`config.mk`:
```
export PLATFORM = sky130hd
export DESIGN_NAME = rtc_calendar_core_flat
export DESIGN_NICKNAME = d
export VERILOG_FILES = /design/src/rtl/rtc_calendar_core_if.sv /design/src/rtl/rtc_calendar_core.sv /design/src/flat_wrapper.sv
export SDC_FILE = /design/constraint.sdc
export NUM_CORES = 1
export LEC_CHECK = 0
export BUFFER_PORTS_ARGS = -buffer_cell sky130_fd_sc_hd__buf_2
export CORE_MARGIN = 2
export CORE_UTILIZATION = 60
export DETAILED_ROUTE_END_ITERATION = 6
export PLACE_DENSITY = 0.84
export SYNTH_ARGS = -nofsm -noshare
export SYNTH_HDL_FRONTEND = slang
export SYNTH_SLANG_ARGS = --single-unit
```
`constraint.sdc`:
```
create_clock -name clk -period 4.38 [get_ports clk]
set_input_delay 0.876 -clock clk [delete_from_list [all_inputs] [get_ports clk]]
set_output_delay 0.876 -clock clk [all_outputs]
set_load 0.01 [all_outputs]
```
`src/rtl/rtc_calendar_core_if.sv`:
```
// rtc_calendar_core_if: button pulses, alarm settings and binary calendar fields of the watch core
interface rtc_calendar_core_if;
  logic       up_p, down_p, left_p, right_p, enter_p, esc_p, view_date, alarm_en;
  logic [4:0] alarm_hh;
  logic [5:0] alarm_mm;
  logic [6:0] year;
  logic [3:0] month;
  logic [4:0] day, hour, hour_disp;
  logic [5:0] min, sec, blink_mask;
  logic [1:0] field_sel;
  logic       pm, setting, set_date, sec_tick, alarm_hit;
  modport master (
    output up_p, down_p, left_p, right_p, enter_p, esc_p, view_date, alarm_en, alarm_hh, alarm_mm,
    input  year, month, day, hour, min, sec, hour_disp, pm, setting, set_date, field_sel,
           blink_mask, sec_tick, alarm_hit
  );
  modport slave (
    input  up_p, down_p, left_p, right_p, enter_p, esc_p, view_date, alarm_en, alarm_hh, alarm_mm,
    output year, month, day, hour, min, sec, hour_disp, pm, setting, set_date, field_sel,
           blink_mask, sec_tick, alarm_hit
  );
endinterface

```
`src/rtl/rtc_calendar_core.sv`:
```
// rtc_calendar_core: prescaled calendar clock with a single-cycle carry chain, button-driven set mode,
// field blink mask, optional 12-hour display and hh:mm alarm pulse.
module rtc_calendar_core #(
  parameter int TICK_DIV  = 1000000,
  parameter int BLINK_DIV = 500000,
  parameter int YEAR_RST  = 15,
  parameter int HOUR12    = 0
) (
  input logic clk,
  input logic rst_n,
  rtc_calendar_core_if.slave bus
);
  localparam int PW = $clog2(TICK_DIV);
  localparam int BW = $clog2(BLINK_DIV + 1);
  localparam logic [PW-1:0] P_MAX = PW'(TICK_DIV - 1);
  localparam logic [BW-1:0] B_MAX = BW'(BLINK_DIV - 1);
  logic [PW-1:0] presc_q, presc_d;
  logic [BW-1:0] bcnt_q, bcnt_d;
  logic          ph_q, ph_d, set_q, set_d, sdate_q, sdate_d, tick_q, alarm_q, alarm_d;
  logic [1:0]    sel_q, sel_d;
  logic [6:0]    year_q, year_d;
  logic [3:0]    month_q, month_d;
  logic [4:0]    day_q, day_d, hour_q, hour_d, dim_q;
  logic [5:0]    min_q, min_d, sec_q, sec_d;
  logic          esc_a, en_a, ed_a, lr_a, tick, c_s, c_m, c_h, c_d, c_mo;

  function automatic logic [4:0] dim(input logic [6:0] y, input logic [3:0] m);
    return (m == 4'd2) ? ((y[1:0] == 2'd0) ? 5'd29 : 5'd28) :
           (m == 4'd4 || m == 4'd6 || m == 4'd9 || m == 4'd11) ? 5'd30 : 5'd31;
  endfunction

  function automatic logic [6:0] step(input logic [6:0] v, input logic [6:0] lo, input logic [6:0] hi,
                                     input logic inc);
    return inc ? ((v == hi) ? lo : v + 7'd1) : ((v == lo) ? hi : v - 7'd1);
  endfunction

  always_comb begin
    esc_a   = bus.esc_p & set_q;
    en_a    = bus.enter_p & ~set_q;
    ed_a    = set_q & ~bus.esc_p & (bus.up_p ^ bus.down_p);
    lr_a    = set_q & ~bus.esc_p & ~bus.up_p & ~bus.down_p & (bus.left_p ^ bus.right_p);
    tick    = ~set_q & (presc_q == P_MAX);
    dim_q   = dim(year_q, month_q);
    c_s     = sec_q == 6'd59;
    c_m     = c_s & (min_q == 6'd59);
    c_h     = c_m & (hour_q == 5'd23);
    c_d     = c_h & (day_q == dim_q);
    c_mo    = c_d & (month_q == 4'd12);
    presc_d = (set_q | en_a | tick) ? '0 : presc_q + PW'(1);
    bcnt_d  = (en_a | lr_a | ~set_q | (bcnt_q == B_MAX)) ? '0 : bcnt_q + BW'(1);
    ph_d    = (en_a | lr_a) ? 1'b1 : ph_q ^ (set_q & (bcnt_q == B_MAX));
    set_d   = esc_a ? 1'b0 : (en_a | set_q);
    sdate_d = en_a ? bus.view_date : sdate_q;
    sel_d   = en_a ? 2'd2 : ~lr_a ? sel_q :
              bus.left_p ? ((sel_q == 2'd2) ? 2'd0 : sel_q + 2'd1) : ((sel_q == 2'd0) ? 2'd2 : sel_q - 2'd1);
    alarm_d = tick_q & bus.alarm_en & ~set_q & (hour_q == bus.alarm_hh) & (min_q == bus.alarm_mm) &
              (sec_q == 6'd0);
    year_d  = year_q;
    month_d = month_q;
    day_d   = day_q;
    hour_d  = hour_q;
    min_d   = min_q;
    sec_d   = sec_q;
    if (tick) begin
      sec_d = c_s ? 6'd0 : sec_q + 6'd1;
      if (c_s) min_d = c_m ? 6'd0 : min_q + 6'd1;
      if (c_m) hour_d = c_h ? 5'd0 : hour_q + 5'd1;
      if (c_h) day_d = c_d ? 5'd1 : day_q + 5'd1;
      if (c_d) month_d = c_mo ? 4'd1 : month_q + 4'd1;
      if (c_mo) year_d = (year_q == 7'd99) ? 7'd0 : year_q + 7'd1;
    end
    if (ed_a && !sdate_q) begin
      if (sel_q == 2'd2) hour_d = 5'(step(7'(hour_q), 7'd0, 7'd23, bus.up_p));
      else if (sel_q == 2'd1) min_d = 6'(step(7'(min_q), 7'd0, 7'd59, bus.up_p));
      else sec_d = 6'(step(7'(sec_q), 7'd0, 7'd59, bus.up_p));
    end
    if (ed_a && sdate_q) begin
      if (sel_q == 2'd2) year_d = step(year_q, 7'd0, 7'd99, bus.up_p);
      else if (sel_q == 2'd1) month_d = 4'(step(7'(month_q), 7'd1, 7'd12, bus.up_p));
      else day_d = 5'(step(7'(day_q), 7'd1, 7'(dim_q), bus.up_p));
      // a new year/month may shorten the month below the current day
      if (day_d > dim(year_d, month_d)) day_d = dim(year_d, month_d);
    end
  end

  always_ff @(posedge clk or negedge rst_n)
    if (!rst_n) begin
      presc_q <= '0;
      bcnt_q  <= '0;
      ph_q    <= 1'b1;
      set_q   <= 1'b0;
      sdate_q <= 1'b0;
      sel_q   <= 2'd2;
      tick_q  <= 1'b0;
      alarm_q <= 1'b0;
      year_q  <= 7'(YEAR_RST);
      month_q <= 4'd1;
      day_q   <= 5'd1;
      hour_q  <= '0;
      min_q   <= '0;
      sec_q   <= '0;
    end else begin
      presc_q <= presc_d;
      bcnt_q  <= bcnt_d;
      ph_q    <= ph_d;
      set_q   <= set_d;
      sdate_q <= sdate_d;
      sel_q   <= sel_d;
      tick_q  <= tick;
      alarm_q <= alarm_d;
      year_q  <= year_d;
      month_q <= month_d;
      day_q   <= day_d;
      hour_q  <= hour_d;
      min_q   <= min_d;
      sec_q   <= sec_d;
    end

  assign bus.year       = year_q;
  assign bus.month      = month_q;
  assign bus.day        = day_q;
  assign bus.hour       = hour_q;
  assign bus.min        = min_q;
  assign bus.sec        = sec_q;
  assign bus.setting    = set_q;
  assign bus.set_date   = sdate_q;
  assign bus.field_sel  = sel_q;
  assign bus.sec_tick   = tick_q;
  assign bus.alarm_hit  = alarm_q;
  assign bus.hour_disp  = (HOUR12 == 0) ? hour_q : (hour_q == 5'd0) ? 5'd12 :
                          (hour_q > 5'd12) ? hour_q - 5'd12 : hour_q;
  assign bus.pm         = (HOUR12 != 0) && (hour_q >= 5'd12);
  assign bus.blink_mask = set_q ? ~(6'({~ph_q, ~ph_q}) << {sel_q, 1'b0}) : 6'h3f;
endmodule

```
`src/flat_wrapper.sv`:
```
// flat-port wrapper written by rule: the top's interface ports become plain ports
module rtc_calendar_core_flat 
#(
  parameter int TICK_DIV  = 1000000,
  parameter int BLINK_DIV = 500000,
  parameter int YEAR_RST  = 15,
  parameter int HOUR12    = 0
)
  (clk, rst_n, bus_up_p, bus_down_p, bus_left_p, bus_right_p, bus_enter_p, bus_esc_p, bus_view_date, bus_alarm_en, bus_alarm_hh, bus_alarm_mm, bus_year, bus_month, bus_day, bus_hour, bus_min, bus_sec, bus_hour_disp, bus_pm, bus_setting, bus_set_date, bus_field_sel, bus_blink_mask, bus_sec_tick, bus_alarm_hit);
  rtc_calendar_core_if bus_i ();
  input logic clk;
  input logic rst_n;
  input wire logic [$bits(bus_i.up_p)-1:0] bus_up_p;
  input wire logic [$bits(bus_i.down_p)-1:0] bus_down_p;
  input wire logic [$bits(bus_i.left_p)-1:0] bus_left_p;
  input wire logic [$bits(bus_i.right_p)-1:0] bus_right_p;
  input wire logic [$bits(bus_i.enter_p)-1:0] bus_enter_p;
  input wire logic [$bits(bus_i.esc_p)-1:0] bus_esc_p;
  input wire logic [$bits(bus_i.view_date)-1:0] bus_view_date;
  input wire logic [$bits(bus_i.alarm_en)-1:0] bus_alarm_en;
  input wire logic [$bits(bus_i.alarm_hh)-1:0] bus_alarm_hh;
  input wire logic [$bits(bus_i.alarm_mm)-1:0] bus_alarm_mm;
  output wire logic [$bits(bus_i.year)-1:0] bus_year;
  output wire logic [$bits(bus_i.month)-1:0] bus_month;
  output wire logic [$bits(bus_i.day)-1:0] bus_day;
  output wire logic [$bits(bus_i.hour)-1:0] bus_hour;
  output wire logic [$bits(bus_i.min)-1:0] bus_min;
  output wire logic [$bits(bus_i.sec)-1:0] bus_sec;
  output wire logic [$bits(bus_i.hour_disp)-1:0] bus_hour_disp;
  output wire logic [$bits(bus_i.pm)-1:0] bus_pm;
  output wire logic [$bits(bus_i.setting)-1:0] bus_setting;
  output wire logic [$bits(bus_i.set_date)-1:0] bus_set_date;
  output wire logic [$bits(bus_i.field_sel)-1:0] bus_field_sel;
  output wire logic [$bits(bus_i.blink_mask)-1:0] bus_blink_mask;
  output wire logic [$bits(bus_i.sec_tick)-1:0] bus_sec_tick;
  output wire logic [$bits(bus_i.alarm_hit)-1:0] bus_alarm_hit;
  assign bus_i.up_p = bus_up_p;
  assign bus_i.down_p = bus_down_p;
  assign bus_i.left_p = bus_left_p;
  assign bus_i.right_p = bus_right_p;
  assign bus_i.enter_p = bus_enter_p;
  assign bus_i.esc_p = bus_esc_p;
  assign bus_i.view_date = bus_view_date;
  assign bus_i.alarm_en = bus_alarm_en;
  assign bus_i.alarm_hh = bus_alarm_hh;
  assign bus_i.alarm_mm = bus_alarm_mm;
  assign bus_year = bus_i.year;
  assign bus_month = bus_i.month;
  assign bus_day = bus_i.day;
  assign bus_hour = bus_i.hour;
  assign bus_min = bus_i.min;
  assign bus_sec = bus_i.sec;
  assign bus_hour_disp = bus_i.hour_disp;
  assign bus_pm = bus_i.pm;
  assign bus_setting = bus_i.setting;
  assign bus_set_date = bus_i.set_date;
  assign bus_field_sel = bus_i.field_sel;
  assign bus_blink_mask = bus_i.blink_mask;
  assign bus_sec_tick = bus_i.sec_tick;
  assign bus_alarm_hit = bus_i.alarm_hit;
  rtc_calendar_core #(.TICK_DIV(TICK_DIV), .BLINK_DIV(BLINK_DIV), .YEAR_RST(YEAR_RST), .HOUR12(HOUR12)) u_core (.clk(clk), .rst_n(rst_n), .bus(bus_i));
endmodule
```
==> impl_metrics.toml <==
[outcome]
status = "finished, final reports clean"

[yosys]
synth-main-ff-cell = "dfrtp_1"
synth_cell_types = 76
avgSynthCellArea_um2 = 7.99
yosys.area.top_type = "dfrtp_1"
seq_area_frac_synth_pct = 32.6
syn_nets = 808
ys_warn_count = 0
synth_edf_count = 0
ys_async_sr_fraction_pct = 100
ys_ff_latch = 79
yosys.area.top_type_share_pct = 29.2
synth_area_mm2 = 0.00609
synthTopCellsByArea = "dfrtp_1, nor2_1, xnor2_1"
synthCells = 762

[power_and_ir_drop]
leakagePower_nw = 2.85
p_sw_share_pct = 45.2
power.density_mw_per_mm2 = 492
p_seq_share_pct = 36.8
p_int_mw = 1.80
switchingPower_mw = 1.48
combPwrFrac_pct = 45.6
clkPwrFrac_pct = 17.5
peakVddDrop_mv = 0.255

[worst_setup_path]
crit_slowest_cell = "dfstp_2"
startpoint_type = "flip-flop"
ff2ff_path_depth = 18
worstPathCellList = "inv_1 -> ha_1 -> a21oi_1 -> o221a_2 -> o21ai_1 -> nor4_2 -> buf_4 -> nor3_1 -> o31ai_1 -> a21oi_1 -> o31a_1 -> ha_1 -> inv_1 -> a21oi_1 -> a21oi_1 -> nand4_1 -> and2_1 -> o31a_1"
crit_cells = 18
crit_top_cell = "a21oi_1"
crit_path_max_incr_delay_ns = 0.64
path_buf_inv = 3
critical-path-top-delay-family = "compound AO/OA/AOI/OAI gates"
worst_ep_required_time_ns = 4.63
crit_fanout = 10
critical_path_class = "flip-flop to flip-flop"
cp-end-kind = "flip-flop"
arrival_ns = 4.38

[timing]
tns_ns = 0
rsz0062_at_grt = "false"
timing.hold.ws_ns = 0.494
timing_hold_violations_final = 0
finalSetupViolations = 0
tightest_slew_ns = 1.01
relSlewSlack_pct = 32.6
fmaxAchievable_mhz = 242
fin_crit_ns = 4.12
drv_slew = 0
skew_ns = 0.0158
period_share_pct = 94.2

[hold_path]
holdCritPathClass = "flip-flop to flip-flop"
hold_depth = 1

[die]
coreArea_mm2 = 0.00982
rows = 36
die_h_um = 105
dieArea_mm2 = 0.0110
start_util_pct = 62.0
io-pin-count = 72
fp.dieW_um = 105

[grt]
grt_first_pass_wirelength_mm = 26.4
grt.overflow.total = 0
first_global_vias = 5631
grt_max_degree = 80
antenna_found_initial = 0
grt_usage_pct = 28.6

[cts]
cts_hold_buffers = 0
numCtsBuffers = 9
tritoncts = "built"
path_clk_slew_ns = 0.09
cts.sink_count = 79
cts_buffer_depth = 2
cts.htree.levels = 3
clk_latency_ns = 0.36
clock_tree.root_cell = "clkbuf_8"

[routing]
drc = 0
first_pass_iters = 5
routed_wl_mm = 15.6
viasPerCell = 6.33
ant_nets = 0
wire_per_inst_um = 16.6
vias = 5973
drt_iter0_drc = 547

[placement]
gp_congestion = 0.948
placement.io_buffers = 70
dp_hpwl_mm = 10.9
dpl_cell_area_mm2 = 0.00644

[run]
maxCapViolCount = 0

[layout]
drive_gt1_share_pct = 15.6
area_growth_syn_to_layout_pct = 9.49
stdcell_area_mm2 = 0.00667
fin_util_pct = 67.9
antennaDiodeCount = 0
nets = 851
[per-stage QoR]
stage | setup WS (ns) | instances | power [mW]
6_report | 0.256 | 943 | 3.28
5_1_grt | 0.0126 | 943 | 3.51
4_1_cts | 0.226 | 941 | 3.24
3_5_place_dp | 0.251 | 925 | 2.66
3_3_place_gp | 0.512 | 925 | 2.58
2_1_floorplan | 0.737 | 762 | 2.27
[worst reg2reg max path: stages, from the launching register on]
cell and delay (ns):
dfstp_2 0.64, inv_1 0.14, ha_1 0.28, a21oi_1 0.24, o221a_2 0.25, o21ai_1 0.18
nor4_2 0.26, buf_4 0.19, nor3_1 0.05, o31ai_1 0.35, a21oi_1 0.12, o31a_1 0.27
ha_1 0.18, inv_1 0.05, a21oi_1 0.06, a21oi_1 0.13, nand4_1 0.19, and2_1 0.22
o31a_1 0.23
[layout by cell type (no fill, tap or decap), types with 10 or more instances in the layout]
master	synthesis	final
o22ai_1	10	10
a21oi_1	47	47
and3_1	13	13
buf_4	12	12
nor3_1	23	23
buf_2	4	69
xor2_1	27	27
inv_1	30	30
nor2_1	105	105
o21ai_0	40	39
xnor2_1	38	38
nand4_1	16	16
ha_1	25	24
nand2_1	71	71
a31oi_1	18	18
nand3_1	41	41
dfrtp_1	71	69
clkbuf_8	0	10
[layer usage]
layer | vias to the layer above | global-route usage [%] | routed length (um) | part of all wire [%]
met5 | - | 0 | 0 | 0
met4 | 0 | 9.24 | 250 | 1.6
met3 | 29 | 4.99 | 1110 | 7.1
met2 | 285 | 46.8 | 7480 | 48
met1 | 2873 | 38.7 | 6790 | 43
li1 | 2786 | - | - | -
[final cells by class]
cell class                      count  area (um2)
Clock buffer                       11         141
Inverter                           30         113
Fill cell                         811        3150
Sequential cell                    79        1990
Tap cell                          133         166
Clock inverter                      5        63.8
Multi-Input combinational cell    604        3760
Timing Repair Buffer               81         435
[registers in the layout (all words and copies together) (netlist names), 2 cells and up]
| signal | cells |
|---|---|
| u_core.presc_q | 20 |
| u_core.bcnt_q | 19 |
| u_core.bus.year | 7 |
| u_core.bus.min | 6 |
| u_core.bus.sec | 6 |
| u_core.bus.day | 5 |
| u_core.bus.hour | 5 |
| u_core.bus.month | 4 |
| u_core.bus.field_sel | 2 |
[logic make-up (layout without fill, tap and decap cells)]
group           count (synthesis)  after routing  synth area share, %
flops                          79             79                 32.6
mux                            10             10                 1.71
simple gates                  335            335                 27.9
buf+inv                        79            127                 5.81
xor+xnor                       65             65                 9.35
other cells                     1              1               0.0616
compound gates                168            168                 17.5
fa+ha+maj                      25             25                 5.14
[cell usage after synthesis, types with 16 or more instances]
cell	count
dfrtp_1	71
nand2_1	71
o21ai_0	40
xnor2_1	38
nand4_1	16
ha_1	25
a31oi_1	18
nand3_1	41
xor2_1	27
a21oi_1	47
inv_1	30
clkbuf_1	27
nor2_1	105
nor3_1	23
[worst paths after layout]
check | slack, ns | endpoint | start
worst max-delay path | 0.26 | u_core.bus.day[1]$_DFF_PN0_ | u_core.bus.month[0]$_DFF_PN1_
worst min-delay path | 0.49 | u_core.presc_q[0]$_DFF_PN0_ | u_core.presc_q[0]$_DFF_PN0_
worst max register to register | 0.26 | u_core.bus.day[1]$_DFF_PN0_ | u_core.bus.month[0]$_DFF_PN1_
worst min register to register | 0.49 | u_core.presc_q[0]$_DFF_PN0_ | u_core.presc_q[0]$_DFF_PN0_
max in group asynchronous | 2.98 | u_core.bus.hour[0]$_DFF_PN0_ | rst_n
min in group asynchronous | 0.67 | u_core.bus.min[5]$_DFF_PN0_ | rst_n
[power by group through the flow]
stage	Sequential (mW)	Combinational (mW)	Clock [mW]
floorplan	1.08	1.19	0
global placement	1.19	1.39	0
detailed placement	1.21	1.45	0
CTS	1.19	1.46	0.585
global route	1.24	1.65	0.615
finish	1.21	1.50	0.575
[what timing repair did]
item,in CTS,in global routing
endpoints found under the setup margin,0,2
gates resized for setup,0,6
setup buffers,0,2
Power figures use the tool's default switching activity.
